[src/rtl/uart_rx.sv]
// 8N1 UART receiver: synchronises rx, samples mid-bit, deserialises MSB-first
// bytes and presents them with a valid/ack handshake plus error flags.
module uart_rx #(
    parameter int unsigned CLKS_PER_BIT = 868,
    parameter int unsigned SYNC_STAGES  = 2
) (
    input  logic       fpga_clk,
    input  logic       nrst,
    input  logic       rx,
    input  logic       rx_ack,
    output logic [7:0] dout,
    output logic       rx_valid,
    output logic       frame_err,
    output logic       overrun,
    output logic       busy_rx
);

    localparam int unsigned HALF  = CLKS_PER_BIT / 2;
    localparam int unsigned CNT_W = $clog2(CLKS_PER_BIT);
    localparam int unsigned BIT_W = $clog2(8);

    localparam logic [CNT_W-1:0] HALF_LAST = CNT_W'(HALF - 1);
    localparam logic [CNT_W-1:0] BIT_LAST  = CNT_W'(CLKS_PER_BIT - 1);

    typedef enum logic [2:0] {
        IDLE,
        START,
        DATA,
        STOP,
        BREAK
    } state_t;

    state_t             state_q, state_d;
    logic [CNT_W-1:0]   clk_cnt_q, clk_cnt_d;
    logic [BIT_W-1:0]   bit_cnt_q, bit_cnt_d;
    logic [7:0]         shreg_q, shreg_d;
    logic               store_q, store_d;
    logic               ferr_q, ferr_d;
    logic [SYNC_STAGES-1:0] sync_q;
    logic               rx_s;

    assign rx_s = sync_q[SYNC_STAGES-1];

    // FSM state, counters and sampling strobes
    always_ff @(posedge fpga_clk) begin
        if (!nrst) begin
            state_q   <= IDLE;
            clk_cnt_q <= '0;
            bit_cnt_q <= '0;
            shreg_q   <= '0;
            store_q   <= 1'b0;
            ferr_q    <= 1'b0;
        end else begin
            state_q   <= state_d;
            clk_cnt_q <= clk_cnt_d;
            bit_cnt_q <= bit_cnt_d;
            shreg_q   <= shreg_d;
            store_q   <= store_d;
            ferr_q    <= ferr_d;
        end
    end

    always_comb begin
        state_d   = state_q;
        clk_cnt_d = clk_cnt_q;
        bit_cnt_d = bit_cnt_q;
        shreg_d   = shreg_q;
        store_d   = 1'b0;
        ferr_d    = 1'b0;
        case (state_q)
            IDLE: begin
                if (!rx_s) begin
                    state_d   = START;
                    clk_cnt_d = '0;
                end
            end
            START: begin
                if (clk_cnt_q == HALF_LAST) begin
                    clk_cnt_d = '0;
                    bit_cnt_d = '0;
                    state_d   = rx_s ? IDLE : DATA;
                end else begin
                    clk_cnt_d = clk_cnt_q + CNT_W'(1);
                end
            end
            DATA: begin
                if (clk_cnt_q == BIT_LAST) begin
                    clk_cnt_d = '0;
                    shreg_d   = {shreg_q[6:0], rx_s};
                    if (bit_cnt_q == BIT_W'(7)) begin
                        state_d = STOP;
                    end else begin
                        bit_cnt_d = bit_cnt_q + BIT_W'(1);
                    end
                end else begin
                    clk_cnt_d = clk_cnt_q + CNT_W'(1);
                end
            end
            STOP: begin
                if (clk_cnt_q == BIT_LAST) begin
                    clk_cnt_d = '0;
                    if (rx_s) begin
                        store_d = 1'b1;
                        state_d = IDLE;
                    end else begin
                        ferr_d  = 1'b1;
                        state_d = BREAK;
                    end
                end else begin
                    clk_cnt_d = clk_cnt_q + CNT_W'(1);
                end
            end
            BREAK: begin
                // a held-low line reports only once; wait for idle level
                if (rx_s) begin
                    state_d = IDLE;
                end
            end
            default: state_d = IDLE;
        endcase
    end

    // Synchroniser and registered handshake outputs
    always_ff @(posedge fpga_clk) begin
        if (!nrst) begin
            sync_q    <= '1;
            dout      <= 8'h00;
            rx_valid  <= 1'b0;
            frame_err <= 1'b0;
            overrun   <= 1'b0;
            busy_rx   <= 1'b0;
        end else begin
            sync_q    <= {sync_q[SYNC_STAGES-2:0], rx};
            frame_err <= ferr_q;
            busy_rx   <= (state_d != IDLE);
            if (store_q) begin
                dout <= shreg_q;
            end
            if (store_q) begin
                rx_valid <= 1'b1;
            end else if (rx_ack) begin
                rx_valid <= 1'b0;
            end
            // an ack landing on the store cycle consumes the old byte, so no overrun
            if (store_q && rx_valid && !rx_ack) begin
                overrun <= 1'b1;
            end else if (rx_ack && rx_valid) begin
                overrun <= 1'b0;
            end
        end
    end

endmodule

[config.mk]
export PLATFORM = sky130hd
export DESIGN_NAME = uart_rx
export DESIGN_NICKNAME = d
export VERILOG_FILES = /design/src/rtl/uart_rx.sv
export SDC_FILE = /design/constraint.sdc
export NUM_CORES = 1
export LEC_CHECK = 0
export CAP_MARGIN = 5
export CORE_MARGIN = 2
export CORE_UTILIZATION = 56
export DETAILED_ROUTE_END_ITERATION = 16
export PLACE_DENSITY = 0.77
export SYNTH_ARGS = -nofsm -noshare
export SYNTH_HDL_FRONTEND = slang
export SYNTH_SLANG_ARGS = --single-unit
[constraint.sdc]
create_clock -name fpga_clk -period 2.02 [get_ports fpga_clk]
set_clock_uncertainty 0.15 [all_clocks]
set_input_delay 0.303 -clock fpga_clk [delete_from_list [all_inputs] [get_ports fpga_clk]]
set_output_delay 0.303 -clock fpga_clk [all_outputs]
set_load 0.02 [all_outputs]
# Word-level counts from Yosys, hierarchy flattened
# Cells that the tools add are included.
[totals] reg_bits=40 latch_bits=0 mem_bits_rw=0 romBits=0 inputBits=4 mem_count=0
[op_classes] add_sub_neg=2 multipliers=0 div=0 magnitude_cmp=0 n_eq_ne=11 shift=0 n_mux=23 bitwise=0 n_reduce_logical=15
[op_table] operator="$mux W10" count=3
[op_table] operator="$mux W3" count=10
[op_table] operator="$pmux W10 S3" count=1
[op_table] operator="$pmux W3 S5" count=1
[op_table] operator="$add A10 B1 Y10 const B" count=1
[op_table] operator="$eq A10 B10 Y1 const B" count=1
[op_table] operator="$eq A10 B9 Y1 const B" count=1
[op_table] operator="$ne A2 B2 Y1 const B" count=4
[op_table] operator="$eq A3 B2 Y1 const B" count=2
[op_table] operator="$eq A3 B3 Y1 const B" count=2
[op_table] operator="$mux W1" count=6
[op_table] operator="$pmux W3 S2" count=1
[op_table] operator="$reduce_bool A2 Y1" count=3
[op_table] operator="$reduce_bool A3 Y1" count=2
[op_table] operator="$reduce_and A2 Y1" count=2
[op_table] operator="$reduce_and A4 Y1" count=1
[op_table] operator="$add A3 B1 Y3 const B" count=1
[op_table] operator="$eq A3 B1 Y1 const B" count=1
[op_table] operator="$logic_and A1 B1 Y1" count=3
[op_table] operator="$logic_not A3 Y1" count=1
[op_table] operator="$reduce_and A3 Y1" count=1
[op_table] operator="$mux W2" count=1
[op_table] operator="$reduce_or A2 Y1" count=1
[op_table] operator="$logic_not A1 Y1" count=1

# Depth between registers and ports, before layout
[depth] word_depth=5 depth_mapped=7 mapped_depth_nobuf=7

# Worst setup path after synthesis
# No wires, ideal clock.
[synth_timing] path_kind="flip-flop to flip-flop" startpoint="register clk_cnt_q[0]" endpoint="register busy_rx" setup_ns=0.127 t_arrival_ns=1.416 setup_slack_ns=0.326 stages_incl_launch_ff=7 path_buffers=1 period_less_slack_ns=1.694 path_cell_list="dfxtp_1 ha_1 and3b_1 and4_1 buf_6 a221oi_2 a21oi_1"
[synth_between] elab_chain_len=4 word_cells_on_any_way=7 classes_between="2 x eq/ne; 4 x mux; 1 x reduce/logical"
[synth_rtl] element="start, declared" line="34" rtl="logic [CNT_W-1:0] clk_cnt_q, clk_cnt_d;"
[synth_rtl] element="start signal, assigned" line="55" rtl="clk_cnt_q <= clk_cnt_d;"
[synth_rtl] element="$eq A10 B10 Y1 / $eq A10 B9 Y1 (equally long branches)" line="87, 100, 78"
[synth_rtl] element="$mux W3, on equally long branches" line="100, 78, 87"
[synth_rtl] element="$pmux W3 S5 (*)" line="70" rtl="case (state_q)"
[synth_rtl] element="$reduce_bool A3 Y1 (*)" line="135" rtl="busy_rx <= (state_d != IDLE);"
[synth_rtl] element="end signal, assigned" line="135"
[synth_rtl] element="end, declared" line="15" rtl="output logic busy_rx"
# Mark *: on every way between the ends. The rest lies on a longest branch, timed or not.
# A chain may end at the register's enable or synchronous reset.

# Final worst setup path
[layout_timing] startpoint="register clk_cnt_q[1]" endpoint="register clk_cnt_q[6]"
[layout_between] elab_chain_len=3 word_cells_on_any_way=6 classes_between="1 x add/sub; 2 x eq/ne; 3 x mux"
[layout_rtl] element="$add A10 B1 Y10, or another cell as far along" line="83, 96, 110"
[layout_rtl] element="$mux W10, on equally long branches" line="87, 100, 78"
[layout_rtl] element="$pmux W10 S3 (*)" line="70"
# Marked as above.

==> flow_summary.json <==
{
  "path_max_fanout": 5,
  "syn_area_per_cell_um2": 8.70,
  "slew_headroom_pct": 63.5,
  "synth.yosys.seq_area_share_pct": 43.4,
  "core_um2": 3100,
  "crit_type": "flip-flop to flip-flop",
  "grt_pass1_wl_mm": 6.00,
  "vias": 1528,
  "p_per_area_nw_per_um2": 678,
  "drc": 0,
  "wirelength_mm": 3.57,
  "n_antenna_cell": 0,
  "die_width_um": 61.4,
  "setup_viol": 0,
  "tns_ns": 0,
  "postCtsSetupRepairBufs": 0,
  "gr-total-overflow": 0,
  "grt.total_usage_pct": 21.3,
  "grt_max_degree": 23,
  "layout_commonest_cell": "dfxtp_1",
  "syn-cell-area_um2": 1840,
  "initial_core_util_pct": 59.4,
  "setup_slack_ns": 0.190,
  "run_status": "finished clean",
  "synthCells": 212,
  "finalHoldViolCount": 0,
  "ys_ff_latch": 40,
  "synth_cell_types": 47,
  "ys.flop_type": "dfxtp_1",
  "area_growth_syn_to_layout_pct": 13.1,
  "clk_root_buffer_cell": "clkbuf_4",
  "crit_required_ns": 2.12,
  "globalplace.congestion": 0.842,
  "antenna_found_initial": 0,
  "cts_max_level": 2,
  "clock_path_buffers": 2,
  "min_period_ns": 1.83,
  "cp_data_arrival_time_ns": 1.93,
  "hold_class": "flip-flop to flip-flop",
  "path_clk_slew_ns": 0.12,
  "p_leak_nw": 0.804,
  "ys_warn_count": 0,
  "period_share_pct": 90.6,
  "drt_first_pass_iters": 4,
  "ys_async_sr_fraction_pct": 0,
  "wl_per_cell_um": 13.2,
  "worstSetupEndpointType": "flip-flop",
  "drt_first_iter_violations": 108,
  "fill_cells": 274,
  "ir_worst_vdd_mv": 0.634,
  "slew_viol_final": 0,
  "cts_made_buffers": 5,
  "vias_per_cell": 5.64,
  "cts_tree": "done",
  "dp_hpwl_mm": 2.60,
  "worst_pin_slew_ns": 0.547,
  "port_buffers": 15,
  "rsz0062_at_grt": "false",
  "cap_violations": 0,
  "clock_latency_ns": 0.34,
  "ctsResizeCount": 0,
  "startpoint_type": "flip-flop",
  "num_rows": 20,
  "layout.nets": 234,
  "place_ws_ns": 0.125,
  "die_area_um2": 3770,
  "drtAntennaViolNets": 0,
  "final_layout_size_suffix_gt1_share_pct": 9.69,
  "cts.sinks": 40,
  "fmax_ghz": 0.547,
  "fp.dieH_um": 61.4,
  "synth-edff-count": 0,
  "cts_hold_buf": 0,
  "io_pins": 16,
  "first_global_vias": 1375,
  "syn-num-nets": 220,
  "final_cell_mix": "dfxtp_1, nand2_1, nor2_1, a21oi_1, clkdlybuf4s50_1"
}
-- critical path: stages (launching register included) --
cell,delay [ns]
dfxtp_1,0.34
inv_1,0.08
ha_1,0.14
and4bb_2,0.27
a31oi_1,0.11
o211ai_2,0.29
o22ai_1,0.15
a31o_1,0.20
-- power by group --
group          total [mW]  switching [mW]  internal [mW]
clock network       0.517           0.257          0.259
registers           0.806         0.00706          0.799
logic              0.0913          0.0558         0.0355
-- final timing paths --
kind | startpoint | end | slack [ns] | cells after the start
worst max register to register | clk_cnt_q[1] | clk_cnt_q[6] | 0.19 | 7
worst max-delay path | clk_cnt_q[1] | clk_cnt_q[6] | 0.19 | 7
worst min register to register | sync_q[0] | sync_q[1] | 0.27 | 1
worst min-delay path | sync_q[0] | sync_q[1] | 0.27 | 1
-- sequential cells by signal (all words and copies together) (netlist names) --
| name | flops |
|---|---|
| sync_q | 2 |
| busy_rx | 1 |
| overrun | 1 |
| rx_valid | 1 |
| state_q | 3 |
| frame_err | 1 |
| dout | 8 |
| bit_cnt_q | 3 |
| shreg_q | 8 |
| clk_cnt_q | 10 |
| ferr_q | 1 |
| store_q | 1 |
-- cell usage after synthesis (2+ instances only) --
library cell  count  area share [%]
ha_1              4             2.7
o22ai_1           3             1.0
a21o_1            5             2.0
a31o_1            2            0.95
a21oi_1          16             4.3
dfxtp_1          40              43
nand2_1          29             5.9
and2_1            6             2.0
nor2b_1           2            0.68
o21a_1            2            0.81
clkbuf_1          6             1.2
and4_1            4             1.9
nand2b_1          3             1.0
inv_1             9             1.8
a31oi_1           2            0.68
o21ai_0           5             1.4
nor2_1           23             4.7
nor3_1            3            0.81
buf_4             2            0.81
nand4_1           4             1.4
nor4_1            3             1.0
mux2i_1           8             4.3
nand3_1           3            0.81
a22oi_1           2            0.81
buf_6             3             1.8
or4_1             2            0.81
-- metrics by stage --
stage          hold slack, ns  area [µm²]  util, %  std cells  power, mW
2_1_floorplan           0.236        1840        -        212      0.883
3_3_place_gp            0.243        2000     64.6        263      0.910
3_5_place_dp            0.248        2000     64.6        263      0.914
4_1_cts                 0.277        2080     67.0        271       1.42
5_1_grt                 0.298        2090     67.2        271       1.47
6_report                0.275        2090     67.2        271       1.41
-- layer usage --
metal  vias up  track usage (%)  share of wire, %
li1        773                -                 -
met1       711             27.8                46
met2        39             34.2                47
met3         5             5.46               5.8
met4         0             7.60              0.81
met5         -                0                 0
-- area by class of cell --
| type | count | area (µm²) | share of cell area [%] |
|---|---|---|---|
| clock buffer | 6 | 41.3 | 1.98 |
| clock inverter | 2 | 35.0 | 1.68 |
| inverter | 9 | 33.8 | 1.62 |
| multi-input combinational | 151 | 938 | 45.0 |
| sequential | 40 | 802 | 38.5 |
| tap | 44 | 55.1 | 2.64 |
| timing repair buffer | 19 | 180 | 8.64 |
-- kinds of logic after synthesis --
| group | Yosys count | synth area share [%] |
|---|---|---|
| buf+inv | 21 | 5.97 |
| fa+ha+maj | 4 | 2.71 |
| flops | 40 | 43.4 |
| simple gates | 94 | 27.6 |
| mux | 8 | 4.34 |
| compound gates | 45 | 15.9 |
Power figures use the tool's default switching activity.
